===== src/rtl/fpu_class_pkg.sv =====
// Shared FCLASS definitions: class bit positions and the one-hot class type.
package fpu_class_pkg;

  localparam int NUM_CLASSES = 10;

  localparam int CLS_NINF  = 0;
  localparam int CLS_NNORM = 1;
  localparam int CLS_NSUB  = 2;
  localparam int CLS_NZERO = 3;
  localparam int CLS_PZERO = 4;
  localparam int CLS_PSUB  = 5;
  localparam int CLS_PNORM = 6;
  localparam int CLS_PINF  = 7;
  localparam int CLS_SNAN  = 8;
  localparam int CLS_QNAN  = 9;

  typedef logic [NUM_CLASSES-1:0] fclass_t;

endpackage


===== src/rtl/fpu_class_lane.sv =====
// One classifier lane. The field decode and the one-hot encode are two
// independent combinational paths so the parent can place a register between them.
module fpu_class_lane
  import fpu_class_pkg::*;
#(
  parameter int EXP_W = 8,
  parameter int MAN_W = 23
) (
  input  logic [EXP_W+MAN_W:0] operand,
  output logic                 sign,
  output logic                 exp_ones,
  output logic                 exp_zero,
  output logic                 man_zero,
  output logic                 man_msb,
  input  logic                 s_sign,
  input  logic                 s_exp_ones,
  input  logic                 s_exp_zero,
  input  logic                 s_man_zero,
  input  logic                 s_man_msb,
  input  logic                 s_en,
  output fclass_t              cls
);

  logic [EXP_W-1:0] exp_field;
  logic [MAN_W-1:0] man_field;

  assign exp_field = operand[MAN_W +: EXP_W];
  assign man_field = operand[MAN_W-1:0];

  // Field decode: reduce the operand to the five flags the encoder needs.
  always_comb begin
    sign     = operand[EXP_W+MAN_W];
    exp_ones = &exp_field;
    exp_zero = ~|exp_field;
    man_zero = ~|man_field;
    man_msb  = man_field[MAN_W-1];
  end

  // One-hot encode from registered flags; a disabled lane yields no class.
  always_comb begin
    cls = '0;
    if (s_en) begin
      if (s_exp_ones) begin
        if (s_man_zero)     cls[s_sign ? CLS_NINF : CLS_PINF] = 1'b1;
        else if (s_man_msb) cls[CLS_QNAN] = 1'b1;
        else                cls[CLS_SNAN] = 1'b1;
      end else if (s_exp_zero) begin
        if (s_man_zero) cls[s_sign ? CLS_NZERO : CLS_PZERO] = 1'b1;
        else            cls[s_sign ? CLS_NSUB  : CLS_PSUB]  = 1'b1;
      end else begin
        cls[s_sign ? CLS_NNORM : CLS_PNORM] = 1'b1;
      end
    end
  end

endmodule


===== src/rtl/fpu_classifier_pipe.sv =====
// Two-stage multi-lane FCLASS pipeline with valid/ready flow control and
// running class statistics (sticky class OR, saturating NaN lane count).
module fpu_classifier_pipe
  import fpu_class_pkg::*;
#(
  parameter int EXP_W = 8,
  parameter int MAN_W = 23,
  parameter int LANES = 2,
  parameter int CNT_W = 16
) (
  input  logic                             clk,
  input  logic                             rst_n,
  input  logic                             in_valid,
  output logic                             in_ready,
  input  logic [LANES*(1+EXP_W+MAN_W)-1:0] in_data,
  input  logic [LANES-1:0]                 in_lane_en,
  output logic                             out_valid,
  input  logic                             out_ready,
  output logic [LANES*NUM_CLASSES-1:0]     out_class,
  output logic [LANES-1:0]                 out_lane_en,
  input  logic                             clr_stats,
  output fclass_t                          sticky_class,
  output logic [CNT_W-1:0]                 nan_count
);

  localparam int FW    = 1 + EXP_W + MAN_W;
  localparam int SUM_W = $clog2(LANES + 1);
  localparam int ACC_W = CNT_W + SUM_W;
  localparam logic [CNT_W-1:0] CNT_MAX = '1;

  logic                         s1_valid;
  logic                         s1_adv;
  logic                         s2_adv;
  logic                         out_hs;
  logic [LANES-1:0]             d_sign, d_exp_ones, d_exp_zero, d_man_zero, d_man_msb;
  logic [LANES-1:0]             s1_sign, s1_exp_ones, s1_exp_zero, s1_man_zero, s1_man_msb, s1_en;
  logic [LANES*NUM_CLASSES-1:0] cls_next;
  fclass_t                      deliver_or;
  logic [SUM_W-1:0]             nan_lanes;
  logic [ACC_W-1:0]             nan_sum;

  genvar gi;
  generate
    for (gi = 0; gi < LANES; gi++) begin : g_lane
      fpu_class_lane #(
        .EXP_W(EXP_W),
        .MAN_W(MAN_W)
      ) u_lane (
        .operand   (in_data[gi*FW +: FW]),
        .sign      (d_sign[gi]),
        .exp_ones  (d_exp_ones[gi]),
        .exp_zero  (d_exp_zero[gi]),
        .man_zero  (d_man_zero[gi]),
        .man_msb   (d_man_msb[gi]),
        .s_sign    (s1_sign[gi]),
        .s_exp_ones(s1_exp_ones[gi]),
        .s_exp_zero(s1_exp_zero[gi]),
        .s_man_zero(s1_man_zero[gi]),
        .s_man_msb (s1_man_msb[gi]),
        .s_en      (s1_en[gi]),
        .cls       (cls_next[gi*NUM_CLASSES +: NUM_CLASSES])
      );
    end
  endgenerate

  // A stage advances when it is empty or its contents leave this cycle.
  assign s2_adv   = !out_valid | out_ready;
  assign s1_adv   = !s1_valid | s2_adv;
  assign in_ready = s1_adv;
  assign out_hs   = out_valid & out_ready;

  // Stage 1: capture decoded flags and lane enables of an accepted beat.
  always_ff @(posedge clk or negedge rst_n) begin
    if (!rst_n) begin
      s1_valid    <= 1'b0;
      s1_sign     <= '0;
      s1_exp_ones <= '0;
      s1_exp_zero <= '0;
      s1_man_zero <= '0;
      s1_man_msb  <= '0;
      s1_en       <= '0;
    end else if (s1_adv) begin
      s1_valid <= in_valid;
      if (in_valid) begin
        s1_sign     <= d_sign;
        s1_exp_ones <= d_exp_ones;
        s1_exp_zero <= d_exp_zero;
        s1_man_zero <= d_man_zero;
        s1_man_msb  <= d_man_msb;
        s1_en       <= in_lane_en;
      end
    end
  end

  // Stage 2: register the one-hot classes; held stable while stalled.
  always_ff @(posedge clk or negedge rst_n) begin
    if (!rst_n) begin
      out_valid   <= 1'b0;
      out_class   <= '0;
      out_lane_en <= '0;
    end else if (s2_adv) begin
      out_valid <= s1_valid;
      if (s1_valid) begin
        out_class   <= cls_next;
        out_lane_en <= s1_en;
      end
    end
  end

  // Gather the delivered beat's class OR and its number of NaN lanes.
  always_comb begin
    deliver_or = '0;
    nan_lanes  = '0;
    for (int i = 0; i < LANES; i++) begin
      if (out_lane_en[i]) begin
        deliver_or = deliver_or | out_class[i*NUM_CLASSES +: NUM_CLASSES];
        nan_lanes  = nan_lanes + SUM_W'(out_class[i*NUM_CLASSES + CLS_SNAN]
                                      | out_class[i*NUM_CLASSES + CLS_QNAN]);
      end
    end
    nan_sum = ACC_W'(nan_count) + ACC_W'(nan_lanes);
  end

  // Statistics: clear wins over a coincident handshake; count saturates.
  always_ff @(posedge clk or negedge rst_n) begin
    if (!rst_n) begin
      sticky_class <= '0;
      nan_count    <= '0;
    end else if (clr_stats) begin
      sticky_class <= '0;
      nan_count    <= '0;
    end else if (out_hs) begin
      sticky_class <= sticky_class | deliver_or;
      nan_count    <= (nan_sum > ACC_W'(CNT_MAX)) ? CNT_MAX : nan_sum[CNT_W-1:0];
    end
  end

endmodule


===== config.mk =====
export PLATFORM = sky130hd
export DESIGN_NAME = fpu_classifier_pipe
export DESIGN_NICKNAME = d
export VERILOG_FILES = /design/src/rtl/fpu_class_pkg.sv /design/src/rtl/fpu_class_lane.sv /design/src/rtl/fpu_classifier_pipe.sv
export SDC_FILE = /design/constraint.sdc
export NUM_CORES = 1
export LEC_CHECK = 0
export CORE_MARGIN = 2
export CORE_UTILIZATION = 35
export CTS_CLUSTER_DIAMETER = 80
export DETAILED_ROUTE_END_ITERATION = 8
export GPL_TIMING_DRIVEN = 0
export PLACE_DENSITY = 0.71
export SETUP_SLACK_MARGIN = 0.02
export SLEW_MARGIN = 15
export SYNTH_ARGS = -nofsm -noshare
export SYNTH_HDL_FRONTEND = slang
export SYNTH_SLANG_ARGS = --single-unit

===== constraint.sdc =====
create_clock -name clk -period 4.8 [get_ports clk]
set_input_delay 0.96 -clock clk [delete_from_list [all_inputs] [get_ports clk]]
set_output_delay 0.96 -clock clk [all_outputs]
set_load 0.02 [all_outputs]

### Yosys cells after proc, flatten, opt, wreduce, memory -nomap -nowiden

Cells that the tools add are included.

| operators by class | value |
|---|---|
| add/subtract/negate cells | 2 |
| magnitude comparators | 17 |
| mux-type cells | 49 |
| bitwise operators | 7 |
| reductions and logical operators | 23 |

Operator list:

| cell | number |
|---|---|
| $ge 32x1->1 const B | 8 |
| $lt 32x6->1 const B | 8 |
| $mux 10 | 12 |
| $mux 16 | 3 |
| $reduce_or 23->1 | 2 |
| $demux 1 s4 | 8 |
| $mux 3 | 8 |
| $or 10x10->10 | 2 |
| $add 16x2->17 | 1 |
| $gt 17x16->1 const B | 1 |
| $mux 8 | 2 |
| $reduce_and 8->1 | 2 |
| $reduce_or 8->1 | 2 |
| $mux 1 | 13 |
| $logic_and 1x1->1 | 8 |
| $logic_not 1->1 | 6 |
| $mux 2 | 3 |
| $or 1x1->1 | 4 |
| $reduce_and 2->1 | 2 |
| $add 2x1->2 | 1 |
| $reduce_bool 2->1 | 1 |
| $and 1x1->1 | 1 |

| storage, ports and cells | value |
|---|---|
| register bits | 62 |
| input port bits | 71 |
| output and inout port bits | 50 |
| logic and storage cells | 110 |

### Longest topological paths before layout

| logic depth | value |
|---|---|
| depth after elaboration | 9 |
| gate-level depth with buffers | 11 |
| gate-level depth less buffers | 9 |

### Cells and area by module

From an unflattened synthesis, not the netlist that was laid out.

| unflattened totals | value |
|---|---|
| cells, all modules | 298 |
| area total of the unflattened synthesis | 3160.5 um^2 |

By module, submodules not included:

| module | times used | cells each | area each (um^2) | sequential area each (um^2) |
|---|---|---|---|---|
| fpu_classifier_pipe | 1 | 236 | 2800.2 | 1551.5 |
| fpu_class_lane | 2 | 31 | 180.2 | 0.0 |

### Least setup slack after synthesis

Ideal clock, no wire load.

| path | value |
|---|---|
| path type | reg2reg |
| from | reg out_lane_en[0] |
| to | reg nan_count[15] |
| setup time | 0.120 ns |
| arrival time | 2.706 ns |
| data required time | 4.680 ns |
| setup slack | 1.974 ns |
| stages on the path, launching flop included | 10 |
| path buffers | 1 |
| clock period less this slack | 2.826 ns |
| path through | dfrtp_1 clkbuf_1 o21a_1 ha_1 and2_1 ha_1 a21oi_1 or4_4 or4_1 and3b_1 |

| on the way | value |
|---|---|
| cells in the longest elaborated chain, start to end | 8 |

RTL lines:

| element | RTL line | RTL |
|---|---|---|
| start, declared | fpu_classifier_pipe.sv:20 | `output logic [LANES-1:0] out_lane_en,` |
| start signal, assigned | fpu_classifier_pipe.sv:105 | `out_lane_en <= s1_en;` |
| $mux 1 * | fpu_classifier_pipe.sv:115 | `if (out_lane_en[i]) begin` |
| $add 2x1->2 | fpu_classifier_pipe.sv:117 | `nan_lanes = nan_lanes + SUM_W'(out_class[i*NUM_CLASSES + CLS_SNAN]` |
| $mux 2 * | fpu_classifier_pipe.sv:115 |  |
| $add 16x2->17 * | fpu_classifier_pipe.sv:121 | `nan_sum = ACC_W'(nan_count) + ACC_W'(nan_lanes);` |
| $gt 17x16->1 | fpu_classifier_pipe.sv:134 | `nan_count <= (nan_sum > ACC_W'(CNT_MAX)) ? CNT_MAX : nan_sum[CNT_W-1:0];` |
| $mux 16 * | fpu_classifier_pipe.sv:134 |  |
| $mux 16 * | fpu_classifier_pipe.sv:132 | `end else if (out_hs) begin` |
| $mux 16 * | fpu_classifier_pipe.sv:129 | `end else if (clr_stats) begin` |
| end signal, assigned | fpu_classifier_pipe.sv:134 |  |
| end, declared | fpu_classifier_pipe.sv:23 | `output logic [CNT_W-1:0] nan_count` |

Every way passes the cells marked *; elsewhere a longest branch is shown, timed or not. The select of a mux whose other input is x is not followed.
A chain may end at the register's enable or synchronous reset.

### Worst setup path after layout

| path | value |
|---|---|
| from | in out_ready |
| to | out in_ready |

| on the way | value |
|---|---|
| cells in the longest elaborated chain, start to end | 2 |

RTL lines:

| element | RTL line | RTL |
|---|---|---|
| start, declared | fpu_classifier_pipe.sv:18 | `input logic out_ready,` |
| $or 1x1->1 | fpu_classifier_pipe.sv:67 | `assign s2_adv = !out_valid \| out_ready;` |
| $or 1x1->1 | fpu_classifier_pipe.sv:68 | `assign s1_adv = !s1_valid \| s2_adv;` |
| end, declared | fpu_classifier_pipe.sv:14 | `output logic in_ready,` |

No other way between the ends.

==> qor.yml <==
run_status:
  outcome: "finished clean"
cells_and_area:
  n_fill_cell: 724
  multiInputGateArea_um2: 1340
  finalNetCount: 503
  n_antenna_cell: 0
  area_growth_pct: 50.6
  regArea_um2: 1550
  layout-drive-gt1-share: 0.0739
clocking:
  htreeDepth: 3
  cts-root-buf: "clkbuf_8"
  cts_setup_buffers: 0
  clock-sinks: 62
  cts.clk_slew.worst_paths_ns: 0.07
  clock_latency_ns: 0.34
  cts-resized-gates: 0
  holdBufCountCts: 0
  cts_tree: "done"
  cts_made_buffers: 9
  cts_buffer_depth: 2
routing:
  wl_per_cell_um: 15.8
  ant_nets: 0
  num_vias: 2883
  wirelength_um: 8490
  vias_per_cell: 5.36
  dr.first_iter.drc_count: 124
  firstDrtPassIters: 4
  drc: 0
synth:
  yosys.cell_types.count: 40
  ys_seq_elements: 62
  ys.warnings.count: 0
  synth_area_um2: 2980
  ys.flop_type: "dfrtp_1"
  synth-async-reset-ratio: 1.00
  synth_seq_area_share: 0.521
  syn_avg_cell_area_um2: 10.0
  syn_nets: 373
  synthCells: 298
  synth_edf_count: 0
sta:
  setup_viol: 0
  worstMarginPinSlew_ns: 0.773
  finClkSkew_ns: 0.00809
  setup_ws_ns: 1.46
  maxSlewViolCount: 0
  fin_crit_ns: 3.34
  relSlewSlack: 0.485
  rsz0062_at_grt: "no"
  fmax_ghz: 0.300
  finalCritPeriodShare: 0.695
  hold_viol_final: 0
  tns_ns: 0
setup_path:
  crit_fanout: 6
  required_ns: 3.84
  critPathMaxStageDelay_ns: 0.63
  endpoint_kind: "primary output"
  worstSetupStartpointType: "input pin"
  crit_chain: "clkdlybuf4s50_1, nand3b_1, clkdlybuf4s50_1"
  r2r_cells: 10
  crit_slowest_cell: "clkdlybuf4s50_1"
  ff2ff_setup_slack_ns: 1.65
  reg2reg_to: "nan_count[7]"
  cpMostUsedCell: "clkdlybuf4s50_1"
  crit_type: "input pin to primary output"
  r2r_start: "out_lane_en[0]"
  critPathArrivalTime_ns: 2.38
power_and_ir_drop:
  comb_power_share: 0.170
  p_clk_frac: 0.354
  power_switching_mw: 0.324
  power.static_leakage_nw: 1.82
  pwr-share-seq: 0.475
  switching_share: 0.269
  ir_drop_v: 0.000111
  internal_power_mw: 0.880
  p_per_area_nw_per_um2: 268
  total_power_mw: 1.20
floorplanning:
  die-area_um2: 9270
  dieHeight_um: 96.3
  boundaryPins: 121
  die_x_um: 96.3
  core_um2: 8220
  rows: 33
  start_util: 0.363
run:
  cap_violations: 0
placed_design:
  port-buffer-count: 119
  post-place-ws_ns: 1.47
  hpwl_um: 6670
  gp_congestion: 0.857
global_routing:
  grt_max_degree: 63
  grt_pass1_vias: 2821
  grt_pass1_wl_um: 13500
  track_usage: 0.194
  antenna_found_initial: 0
  grt-ovfl-total: 0
worst_hold_path:
  hold_path_depth: 2
  min_from: "s1_exp_zero[1]"
  hold_end: "s1_exp_zero[1]"
  hp-class: "flop to flop"
## cells in the final DEF, fill, tap and decap left out, drive strengths merged, types with 9 or more instances in the layout
cell type,count
nor4,19
nor2,21
o21ai,15
inv,10
nand4,12
dfrtp,62
mux2,9
a22o,18
a21oi,13
clkdlybuf4s50,118
nand2,32
clkbuf,23
nor3,15
## power groups by stage
stage,clock (mW),sequential [mW],combinational [mW]
floorplan,0,0.592,0.0663
global placement,0,0.582,0.205
detailed placement,0,0.582,0.208
CTS,0.436,0.572,0.208
global route,0.458,0.575,0.224
finish,0.427,0.572,0.205
## flip-flops by register name, indices dropped and copies added (netlist names)
signal	count
s1_sign	2
s1_man_zero	2
out_lane_en	2
out_class	20
s1_en	2
s1_valid	1
sticky_class	10
s1_exp_ones	2
s1_exp_zero	2
nan_count	16
out_valid	1
s1_man_msb	2
## routing by layer
metal / vias to the layer above / routed length [um] / track usage
met5: - / 0 / 0
met2: 130 / 4400 / 0.351
met1: 1353 / 3290 / 0.212
li1: 1383 / - / -
met4: 0 / 188 / 0.0881
met3: 17 / 615 / 0.0501
## worst max path at each step
stage | start | endpoint | cells past startpoint
4_1_cts | out_ready | in_ready | 3
3_3_place_gp | rst_n | s1_man_msb[1] | 1
5_1_grt | out_ready | in_ready | 3
6_report | out_ready | in_ready | 3
3_5_place_dp | out_ready | in_ready | 3
2_1_floorplan | out_lane_en[0] | nan_count[15] | 9
## synthesized netlist by cell type, types with 2 or more instances
cell type  count  share of area
dfrtp_1       62           0.52
nand2_1       32          0.040
nor2_1        21          0.026
nor4_1        19          0.040
a22o_1        18          0.053
nor3_1        15          0.025
o21ai_0       15          0.025
a21oi_1       13          0.022
clkbuf_1      10          0.013
inv_1         10          0.013
nand4_1       10          0.021
mux2_2         9          0.034
nand3_1        8          0.013
o31ai_1        8          0.020
a211oi_1       5          0.013
and2_1         4         0.0084
nor2b_1        4         0.0084
a311oi_1       3         0.0088
a31oi_1        3         0.0063
ha_1           3          0.013
nand2b_1       3         0.0063
and3_1         2         0.0042
and3b_1        2         0.0059
nand4b_1       2         0.0059
nor3b_1        2         0.0050
## worst max-delay path: cells and delay by family
family                 cells  cell delay (ns)
buffers and inverters      2             1.22
and+or+nand+nor            1             0.19
## logic make-up (layout without fill, tap and decap cells)
group                    Yosys count  count (layout)  synth area share
flip-flops                        62              62             0.521
AO/OA/AOI/OAI                     67              67             0.153
buffers and inverters             23             158            0.0307
adder cells (fa/ha/maj)            4               4            0.0193
multiplexers                      10              10            0.0374
AND/OR/NAND/NOR                  132             132             0.239
## metrics by stage
step,hold WS [ns],cell area [um^2],std cells,util
floorplan,0.462,2980,298,-
global placement,0.481,4300,522,0.524
detailed placement,0.487,4300,522,0.523
CTS,0.504,4490,538,0.546
global route,0.538,4490,538,0.546
finish,0.497,4490,538,0.546
## cell type report
type / count / area share
Buffer: 13 / 0.0120
Clock buffer: 13 / 0.0377
Clock inverter: 3 / 0.00391
Inverter: 10 / 0.00837
Multi-Input combinational cell: 213 / 0.298
Sequential cell: 62 / 0.346
Tap cell: 105 / 0.0293
Timing Repair Buffer: 119 / 0.265
No activity file was read; power rests on OpenSTA's default activity.
